==> src/rtl/bus_rr_arbiter.sv <==
// Four-master round-robin bus arbiter with active-low request/grant and registered outputs.
// Optional hold-time preemption is enabled by defining BUS_ARB_TIMEOUT_EN.
module bus_rr_arbiter #(
  parameter int unsigned HOLD_MAX = 16
) (
  input  logic       clk,
  input  logic       reset,
  input  logic [3:0] m_req_,
  output logic [3:0] m_grnt_,
  output logic [1:0] owner,
  output logic       busy,
  output logic       preempt
);

  if (HOLD_MAX == 0) begin : g_hold_max_invalid
    $error("bus_rr_arbiter: HOLD_MAX must be at least 1");
  end

  typedef enum logic {IDLE, GRANT} state_e;

  state_e     state_q, state_d;
  logic [3:0] grnt_q, grnt_d;
  logic [1:0] owner_q, owner_d;
  logic       busy_q, busy_d;

  logic [3:0] req;
  logic [1:0] cand;
  logic [1:0] win;
  logic       win_vld;

  assign req = ~m_req_;

`ifdef BUS_ARB_TIMEOUT_EN
  localparam int unsigned CW = (HOLD_MAX > 1) ? $clog2(HOLD_MAX) : 1;
  localparam logic [CW-1:0] CNT_MAX = CW'(HOLD_MAX - 1);

  logic [CW-1:0] cnt_q, cnt_d;
  logic          preempt_q, preempt_d;
  logic          others;

  assign others = |(req & ~(4'b0001 << owner_q));
`endif

  // Search starts just past the current owner; the owner itself is tried last.
  always_comb begin
    win     = owner_q;
    win_vld = 1'b0;
    cand    = owner_q;
    for (int unsigned i = 1; i <= 4; i++) begin
      cand = owner_q + 2'(i);
      if (!win_vld && req[cand]) begin
        win     = cand;
        win_vld = 1'b1;
      end
    end
  end

  always_comb begin
    state_d = state_q;
    owner_d = owner_q;
`ifdef BUS_ARB_TIMEOUT_EN
    cnt_d     = cnt_q;
    preempt_d = 1'b0;
`endif
    unique case (state_q)
      IDLE: begin
        if (win_vld) begin
          state_d = GRANT;
          owner_d = win;
`ifdef BUS_ARB_TIMEOUT_EN
          cnt_d   = '0;
`endif
        end
      end
      GRANT: begin
        if (!req[owner_q]) begin
          // Owner released: its own request bit is clear, so any winner is another master.
          if (win_vld) begin
            owner_d = win;
          end else begin
            state_d = IDLE;
          end
`ifdef BUS_ARB_TIMEOUT_EN
          cnt_d = '0;
`endif
        end
`ifdef BUS_ARB_TIMEOUT_EN
        else if (others && (cnt_q == CNT_MAX)) begin
          owner_d   = win;
          cnt_d     = '0;
          preempt_d = 1'b1;
        end else if (cnt_q != CNT_MAX) begin
          cnt_d = cnt_q + 1'b1;
        end
`endif
      end
      default: state_d = IDLE;
    endcase
    grnt_d = (state_d == GRANT) ? ~(4'b0001 << owner_d) : '1;
    busy_d = (state_d == GRANT);
  end

  always_ff @(posedge clk or negedge reset) begin
    if (!reset) begin
      state_q   <= IDLE;
      grnt_q    <= '1;
      owner_q   <= 2'd3;
      busy_q    <= 1'b0;
`ifdef BUS_ARB_TIMEOUT_EN
      cnt_q     <= '0;
      preempt_q <= 1'b0;
`endif
    end else begin
      state_q   <= state_d;
      grnt_q    <= grnt_d;
      owner_q   <= owner_d;
      busy_q    <= busy_d;
`ifdef BUS_ARB_TIMEOUT_EN
      cnt_q     <= cnt_d;
      preempt_q <= preempt_d;
`endif
    end
  end

  assign m_grnt_ = grnt_q;
  assign owner   = owner_q;
  assign busy    = busy_q;
`ifdef BUS_ARB_TIMEOUT_EN
  assign preempt = preempt_q;
`else
  assign preempt = 1'b0;
`endif

endmodule

==> config.mk <==
export PLATFORM = sky130hd
export DESIGN_NAME = bus_rr_arbiter
export DESIGN_NICKNAME = d
export VERILOG_FILES = /design/src/rtl/bus_rr_arbiter.sv
export SDC_FILE = /design/constraint.sdc
export NUM_CORES = 1
export LEC_CHECK = 0
export BUFFER_PORTS_ARGS = -buffer_cell sky130_fd_sc_hd__buf_2
export CAP_MARGIN = 20
export CORE_ASPECT_RATIO = 0.8
export CORE_UTILIZATION = 30
export DETAILED_ROUTE_END_ITERATION = 8
export PLACE_DENSITY = 0.58
export SLEW_MARGIN = 20
export SYNTH_ARGS = -nofsm -noshare
export SYNTH_HDL_FRONTEND = slang
export SYNTH_SLANG_ARGS = --single-unit
==> constraint.sdc <==
create_clock -name clk -period 2.21 [get_ports clk]
set_clock_uncertainty 0.05 [all_clocks]
set_input_delay 0.221 -clock clk [delete_from_list [all_inputs] [get_ports clk]]
set_output_delay 0.221 -clock clk [all_outputs]
set_load 0.005 [all_outputs]
# [Yosys cells after proc, flatten, opt, wreduce, memory -nomap -nowiden]
# Cells that the tools add are included.
[totals] regBits=7 inputBits=6 output_inout_bits=8 wordCells=43
[classes] add_sub_neg=3 order_cmp=4 shifts=1 n_mux=23 bitwise_logic=3 reduce_logical=6
[op_table] operator="2-bit by 3-bit < comparator with 1-bit output, second input constant" n=4
[op_table] operator="2-bit two-way mux" n=6
[op_table] operator="1-bit two-way mux" n=10
[op_table] operator="1-bit binary-select mux with 2-bit select" n=4
[op_table] operator="4-bit inverter" n=2
[op_table] operator="2-bit adder, second input constant" n=2
[op_table] operator="4-bit two-way mux" n=1
[op_table] operator="2-bit one-hot mux with 2 select lines" n=1
[op_table] operator="1-bit by 2-bit left shift with 4-bit output, first input constant" n=1
[op_table] operator="1-bit logical AND" n=3
[op_table] operator="1-bit zero test" n=3
[op_table] operator="2-bit by 1-bit adder with 2-bit output, second input constant" n=1
[op_table] operator="1-bit one-hot mux with 2 select lines" n=1
[op_table] operator="1-bit inverter" n=1

# [Longest topological paths before layout]
# Gate-level depths: netlist of the first run.
[logic_depth] word_depth=19 depth_mapped=7 ltp_nobuf=5

# [Worst setup path before layout of the first run]
# OpenSTA, ideal clock, no wires.
[synth_timing] path_kind="register to register" start="register owner_q[0] (netlist: owner[0])" end="register grnt_q[1] (netlist: m_grnt_[1])" setup_ns=0.088 arrival_ns=1.532 t_required_ns=2.072 setup_slack_ns=0.540 path_stages_with_launch=8 n_path_buf=2 synth_period_minus_slack_ns=1.670 cell_sequence="dfstp_2 buf_6 buf_8 mux2i_1 nand3b_1 nor2b_1 a21o_1 nand3b_1"
[synth_via] elab_chain_len=19 word_cells_on_any_way=34 cone_classes="add/sub (3); shift (1); mux (23); bitwise (1); reduce/logical (6)"
[synth_rtl] element="from (decl)" line="23" text="logic [1:0] owner_q, owner_d;"
[synth_rtl] element="from (signal assigned)" line="116" text="owner_q <= owner_d;"
[synth_rtl] element="2-bit by 1-bit adder with 2-bit output" line="50" text="cand = owner_q + 2'(i);"
[synth_rtl] element="1-bit binary-select mux with 2-bit select" line="51" text="if (!win_vld && req[cand]) begin"
[synth_rtl] element="1-bit two-way mux (implied by the code)" line="51"
[synth_rtl] element="1-bit two-way mux" line="51"
[synth_rtl] element="1-bit zero test" line="51"
[synth_rtl] element="1-bit logical AND" line="51"
[synth_rtl] element="1-bit two-way mux" line="51"
[synth_rtl] element="1-bit zero test" line="51"
[synth_rtl] element="(+5 left out)"
[synth_rtl] element="2-bit two-way mux" line="67, 78"
[synth_rtl] element="2-bit two-way mux" line="76" text="if (!req[owner_q]) begin"
[synth_rtl] element="2-bit one-hot mux with 2 select lines (*)" line="65" text="unique case (state_q)"
[synth_rtl] element="via owner_d[1]" line="23"
[synth_rtl] element="1-bit by 2-bit left shift with 4-bit output (*)" line="99" text="grnt_d = (state_d == GRANT) ? ~(4'b0001 << owner_d) : '1;"
[synth_rtl] element="4-bit inverter (*)" line="99"
[synth_rtl] element="4-bit two-way mux (*)" line="99"
[synth_rtl] element="via grnt_d[1]" line="22" text="logic [3:0] grnt_q, grnt_d;"
[synth_rtl] element="to (signal assigned)" line="115" text="grnt_q <= grnt_d;"
[synth_rtl] element="to (decl)" line="22"
# The timed path passes the listed nets; every way through them passes the cells marked *. The select of a mux whose other input is x is not followed.

# [Final worst setup path of the first run]
[layout_timing] start="register owner_q[0] (netlist: owner[0])" end="register grnt_q[1] (netlist: m_grnt_[1])"
[layout_via] elab_chain_len=19 word_cells_on_any_way=34 cone_classes="add/sub (3); shift (1); mux (23); bitwise (1); reduce/logical (6)"
[layout_rtl] element="2-bit by 1-bit adder with 2-bit output" line="50"
[layout_rtl] element="1-bit binary-select mux with 2-bit select" line="51"
[layout_rtl] element="1-bit two-way mux (implied by the code)" line="51"
[layout_rtl] element="1-bit two-way mux" line="51"
[layout_rtl] element="1-bit zero test" line="51"
[layout_rtl] element="1-bit logical AND" line="51"
[layout_rtl] element="1-bit two-way mux" line="51"
[layout_rtl] element="1-bit zero test" line="51"
[layout_rtl] element="(+4 left out)"
[layout_rtl] element="2-bit two-way mux or 1-bit two-way mux (tied branches)" line="51"
[layout_rtl] element="2-bit two-way mux" line="67, 78"
[layout_rtl] element="2-bit two-way mux" line="76"
[layout_rtl] element="2-bit one-hot mux with 2 select lines" line="65"
[layout_rtl] element="1-bit by 2-bit left shift with 4-bit output" line="99"
[layout_rtl] element="4-bit inverter" line="99"
[layout_rtl] element="4-bit two-way mux (*)" line="99"
[layout_rtl] element="via grnt_d[1]" line="22"
# Marks and branches as above.

==> results of run 1 <==
## registers in the layout, summed over array words and instances (netlist names)
name and cells:
m_grnt_ 4, owner 2, busy 1
## final cells by class
| class | count | area share (%) |
|---|---|---|
| multi-input cells | 42 | 48.11 |
| flip-flops and latches | 7 | 30.67 |
| repair buffers | 13 | 11.76 |
| clock buffers | 4 | 4.412 |
| well taps | 21 | 4.412 |
| inverters | 1 | 0.6303 |
## cells in the mapped netlist, types with 2 or more instances
cell type | n | share of area, %
a21o_1 | 3 | 4.4
nand3_1 | 3 | 2.9
xnor2_1 | 2 | 3.4
mux2i_1 | 4 | 7.8
o21ai_0 | 2 | 2.0
nor2b_1 | 2 | 2.4
nand2_1 | 3 | 2.2
nand2b_1 | 2 | 2.4
o211ai_1 | 2 | 2.9
and3_1 | 2 | 2.4
nor2_1 | 2 | 1.5
nand3b_1 | 3 | 4.4
dfstp_2 | 6 | 31
## cells in the final DEF (no fill, tap or decap), drive strengths merged, types with 2 or more instances in the layout
cell type	Yosys	routed
dfstp	6	6
mux2i	4	4
buf	4	12
nor2	2	2
a21o	3	3
xnor2	2	2
nor2b	2	2
nand3b	3	3
nand2b	2	2
o21ai	2	2
nand3	3	3
and3	2	2
nand2	3	3
clkbuf	0	4
o211ai	2	2
## power by group through the flow
stage | registers, mW | logic, mW | clock network (mW)
finish | 0.305 | 0.396 | 0.114
global route | 0.323 | 0.441 | 0.129
CTS | 0.306 | 0.398 | 0.118
detailed placement | 0.308 | 0.394 | 0
global placement | 0.307 | 0.393 | 0
floorplan | 0.251 | 0.393 | 0
## cells by family (layout without fill, tap and decap cells)
kind of cell              Yosys count  in the layout  share of synthesized area (%)
muxes                               5              5                          10.02
buffers and inverters               5             18                          8.311
other                               1              1                         0.7328
DFF                                 7              7                          35.70
AOI/OAI and AO/OA                  11             11                          14.67
xor gates and xnor gates            2              2                          3.424
and+or+nand+nor                    23             23                          27.14
## worst max-delay path by stage
stage / slack (ns) / from / end
2_1_floorplan: 0.54 / owner[0] / m_grnt_[1]
3_3_place_gp: 0.42 / owner[0] / m_grnt_[3]
3_5_place_dp: 0.41 / owner[0] / m_grnt_[1]
4_1_cts: 0.40 / owner[0] / m_grnt_[0]
5_1_grt: 0.22 / owner[0] / m_grnt_[1]
6_report: 0.40 / owner[0] / m_grnt_[1]
## critical path, cell delays in order, from the launching register on
cell,delay (ns)
dfstp_2,0.71
nor4bb_1,0.33
a31oi_1,0.06
and3_1,0.23
o211ai_1,0.23
nand3b_1,0.11
## through the flow
stage | setup WS [ns] | util (%) | area (µm²) | std cells | hold slack (ns)
after global placement | 0.4230 | 37.63 | 559.3 | 83 | 0.01064
after floorplan | 0.5397 | - | 511.7 | 54 | -0.1246
after CTS | 0.4036 | 40.07 | 595.6 | 88 | 0.2773
final | 0.3986 | 40.07 | 595.6 | 88 | 0.2792
after detailed placement | 0.4149 | 37.63 | 559.3 | 83 | 0.01160
after global routing | 0.2213 | 40.07 | 595.6 | 88 | 0.2821
## per-layer routing
layer	track usage (%)	vias to the layer above
met4	2.083	0
met2	15.33	10
met5	0	-
met3	5.607	0
li1	-	220
met1	17.51	194
==> reports/qor.txt, run 1 <==
status - finished, final reports clean
vias in the first global route - 349
Max Used Layer - met3
DRT Wirelength - 928 µm
Flop pwr share - 37.4%
reg-to-reg slack, setup - 0.40 ns
CP Capture Type - register
Routed met2 length - 401 µm
Final Cycle Share - 81.96%
Sink Count - 7
Resized Gates After CTS - 0
First-pass DRT Iterations - 4
Antenna diodes - 0
DRC - 0
register bit total from synthesis - 7
internal power - 0.5064 mW
max_cap viols - 0
Std-Cell Rows - 12
Logic pwr share - 48.6%
Reg-to-Reg Start - owner[0]
full die area - 1876 µm²
power per cell area - 1370 nW/µm²
Yosys cell types - 31
CTS tree - done
met3 wire length - 32 µm
DR vias - 424
FF/Latch Area - 182.7 µm²
layout cells sized above 1 - 32.84%
final-stage net count - 74
synthesized netlist cell count - 54
clock power share - 14.0%
Max Transition Viols Final - 0
Routed Antenna Nets - 0
crit path launch type - register
core footprint - 1486 µm²
number of H-tree levels - 1
Hold Fails Final Rpt - 0
worst vdd ir - 0.4122 mV
Required @ worst endpoint - 2.32 ns
RePlAce Congestion - 0.7691
Layout Area Growth over Synthesis - 16.38%
clk buf depth - 2
final setup violation count - 0
initial DRC count - 10
Root Buffer - clkbuf_4
class of the worst hold path - in -> async
Max Freq - 552.1 MHz
Initial Util - 34.43%
post-route total power - 0.8158 mW
Switching Fraction - 37.93%
first-pass GRT wire length - 1.511 mm
Worst-Skew Late Latency - 0.25 ns
Layout fillers - 149
largest net degree at the start of global routing - 17
DP HPWL - 695.6 µm
Die X - 48.18 µm
setup repair bufs after CTS - 0
fraction of registers with async set/reset - 100.0%
Ys Warns - 0
ys flop type - dfstp_2
static leakage - 0.2618 nW
initial antenna violation count - 0
Synth Area per Inst - 9.477 µm²
via/cell ratio - 4.818
syn_nets - 60
Total GRT Usage - 11.86%
Critical Path AT - 1.92 ns
number of I/O port buffers - 12
wire length per cell - 10.55 µm
P_sw - 0.3094 mW
met1 wire length - 493 µm
global route overflow - 0
Cell Area, Synth - 511.7 µm²
Multi-input gate area - 286.5 µm²
R2R cell count - 5
final setup TNS - 0 ns
Post-synth EDFFs - 0
CP Max Fanout - 16
IO Count - 14
Tmin final - 1.811 ns
hold_buf cts - 1
Die Span Y - 38.94 µm
RSZ-0062 raised after global routing - no
Worst R2R End - m_grnt_[1]
CTS clk-pin slew, worst paths - 0.05 ns
CTS buffer count - 3
register area share after synthesis - 35.70%
kind of critical path - reg -> reg
(Power assumes the default switching activity.)
==> run 2, diff against run 1 <==
- ABC_AREA: unset -> 1
- PLACE_DENSITY: 0.58 -> 0.57
- clock period: 2.21 -> 1.7 ns (I/O delays scaled with it)
==> reports/qor.txt, run 2 <==
crit path launch type - register (unchanged)
Final Cell Area - 813.3 µm² (was 595.6 µm²)
RSZ-0062 raised after global routing - yes (was no)
Yosys top cell area share - 25.93% (was 30.81%)
Post-synth EDFFs - 0 (unchanged)
CP Capture Type - register (unchanged)
crit path cell chain - buf_6 > nand2_2 > nand2_4 > nand2_2 > nand2_2 > nand3_2 > nand2_2 > nor2_1 > nand2_1 > nand2_2 > nor2_2 > nand2_1 (was nor4bb_1 > a31oi_1 > and3_1 > o211ai_1 > nand3b_1)
status - finished, violations left (was finished, final reports clean)
Slowest cell on crit path - dfstp_2 (unchanged)
CTS tree - done (unchanged)
Die X - 52.34 µm (was 48.18 µm)
Max Used Layer - met4 (was met3)
First-pass DRT Iterations - 4 (unchanged)
area leader, netlist - dfstp_2 (unchanged)
number of I/O port buffers - 12 (unchanged)
register area share after synthesis - 30.04% (was 35.70%)
DR vias - 587 (was 424)
Die Span Y - 42.27 µm (was 38.94 µm)
fraction of registers with async set/reset - 100.0% (unchanged)
Max Freq - 584.0 MHz (was 552.1 MHz)
wire length per cell - 9.722 µm (was 10.55 µm)
largest net degree at the start of global routing - 10 (was 17)
most frequent cells in the layout - 31 x nand2_1, 16 x nand2_2, 12 x buf_2 (was 12 x buf_2, 6 x dfstp_2, 4 x mux2i_1)
DRC - 0 (unchanged)
Root Buffer - clkbuf_4 (unchanged)
DP HPWL - 944.4 µm (was 695.6 µm)
max_cap viols - 0 (unchanged)
final worst setup slack - -0.01231 ns (was 0.3986 ns)
Ys Warns - 0 (unchanged)
full die area - 2212 µm² (was 1876 µm²)
commonest non-fill, non-tap cell in the layout - nand2_1 (was buf_2)
clk buf depth - 2 (unchanged)
final-stage net count - 116 (was 74)
Std-Cell Rows - 14 (was 12)
Cell Area, Synth - 608.1 µm² (was 511.7 µm²)
top cells by area, synth - dfstp_2 26%, nand2_1 24%, nand2_2 12% (was dfstp_2 31%, mux2i_1 7.8%, dfrtp_1 4.9%)
register bit total from synthesis - 7 (unchanged)
met3 wire length - 28 µm (was 32 µm)
CTS buffer count - 3 (unchanged)
Layout Area Growth over Synthesis - 33.74% (was 16.38%)
power per cell area - 2381 nW/µm² (was 1370 nW/µm²)
Layout fillers - 196 (was 149)
Routed Antenna Nets - 0 (unchanged)
Total GRT Usage - 12.91% (was 11.86%)
DRT Wirelength - 1.293 mm (was 928 µm)
Min Hold Slack - 0.2464 ns (was 0.2792 ns)
met1 wire length - 671 µm (was 493 µm)
Required @ worst endpoint - 1.83 ns (was 2.32 ns)
CP Max Fanout - 5 (was 16)
Critical Path AT - 1.84 ns (was 1.92 ns)
Initial Util - 32.14% (was 34.43%)
layout cells sized above 1 - 55.96% (was 32.84%)
Tmin final - 1.712 ns (was 1.811 ns)
failing checks - setup timing
vias in the first global route - 495 (was 349)
CTS clk-pin slew, worst paths - 0.05 ns (about the same)
Final Cycle Share - 100.7% (was 81.96%)
number of H-tree levels - 1 (unchanged)
via/cell ratio - 4.414 (was 4.818)
Worst-Skew Late Latency - 0.25 ns (about the same)
Crit path top cell by count - nand2_2
first-pass GRT wire length - 2.097 mm (was 1.511 mm)
number of flip-flops in the largest register - 4 (unchanged)
Core Util, Final - 42.99% (was 40.07%)
initial DRC count - 9 (was 10)
kind of critical path - reg -> reg (unchanged)
Yosys cell types - 18 (was 31)
most frequent cell after synthesis - nand2_1 (was dfstp_2)
class of the worst hold path - in -> async (unchanged)
Antenna diodes - 0 (unchanged)
Synth Area per Inst - 6.910 µm² (was 9.477 µm²)
syn_nets - 94 (was 60)
Crit path largest cell delay - 0.60 ns (was 0.71 ns)
IO Count - 14 (unchanged)
Max Transition Viols Final - 0 (unchanged)
Sink Count - 7 (unchanged)
worst vdd ir - 0.8777 mV (was 0.4122 mV)
initial antenna violation count - 0 (unchanged)
global route overflow - 0 (unchanged)
Routed met2 length - 581 µm (was 401 µm)
ys flop type - dfstp_2 (unchanged)
DP Area - 674.4 µm² (was 559.3 µm²)
Hold Fails Final Rpt - 0 (unchanged)
static leakage - 0.4266 nW (was 0.2618 nW)
final setup violation count - 2 (was 0)
synthesized netlist cell count - 88 (was 54)
post-route total power - 1.936 mW (was 0.8158 mW)
reg-to-reg slack, setup - -0.01 ns (was 0.40 ns)
Setup WS pre-CTS - -0.02556 ns (was 0.4149 ns)
RePlAce Congestion - 0.8157 (was 0.7691)
core footprint - 1892 µm² (was 1486 µm²)
Synth top cells by count - 39 x nand2_1, 12 x nand2_2, 7 x nand3_1 (was 6 x dfstp_2, 4 x mux2i_1)
==> run 2: cell count changes after synthesis, sizes merged, moves of 3 or more <==
cell	delta
a21o	-3
nand3b	-3
mux2i	-4
nand3	+8
nand2	+49
inv	+7
==> run 2: timing repair <==
item                                    4_1_cts  5_1_grt
gates resized for setup                       2       17
endpoints found under the hold margin         7        0
hold buffers                                  1        0
pin swaps                                     0       14
endpoints found under the setup margin        2        6
buffers inserted                              3        2
==> run 2: final timing paths <==
kind,start,end,cells past startpoint
worst max register to register,owner[0],m_grnt_[0],12
worst min-delay path,reset,busy,2
max in group asynchronous,reset,owner[0],2
worst min register to register,busy,owner[1],2
min in group clk,m_req_[2],owner[1],6
worst max-delay path,owner[0],m_grnt_[0],12
==> run 2: kinds of logic (layout without fill, tap and decap cells) <==
family | count (synthesis) | count (layout) | share of synthesized area (%)
AOI/OAI and AO/OA | 3 | 3 | 4.733
buffers and inverters | 11 | 32 | 11.73
DFF | 7 | 7 | 30.04
other | 1 | 1 | 0.6167
and+or+nand+nor | 66 | 66 | 52.88
==> run 2: metrics by stage <==
stage,setup TNS (ns),std cells
after floorplan,0,88
after global placement,0,123
after detailed placement,-0.04605,123
after CTS,0,131
after global routing,-0.3353,133
final,-0.02264,133
==> run 2: per-layer routing <==
metal  GRT usage (%)  vias up
li1                -      309
met1           18.74      268
met2           18.23        8
met3           4.348        2
met4           3.158        0
met5               0        -
==> run 2: critical path: cells and delay by family, from the launching register on <==
kind,cells,cell delay [ns]
AND/OR/NAND/NOR,11,0.87
buffers and inverters,1,0.13
flip-flops,1,0.60
==> run 2: area by class of cell <==
cell class              count  area [µm²]  share of cell area, %
repair buffers             20       130.1                  16.00
well taps                  24       30.03                  3.692
multi-input cells          70       411.6                  50.62
flip-flops and latches      7       182.7                  22.46
clock buffers               4       26.28                  3.231
inverters                   8       32.53                  4.000
==> run 2: power breakdown <==
group,switching (mW),total [mW],internal (mW)
Sequential,0.0667,0.363,0.297
Combinational,0.852,1.43,0.573
Clock,0.0583,0.148,0.0894
Total,0.977,1.94,0.959
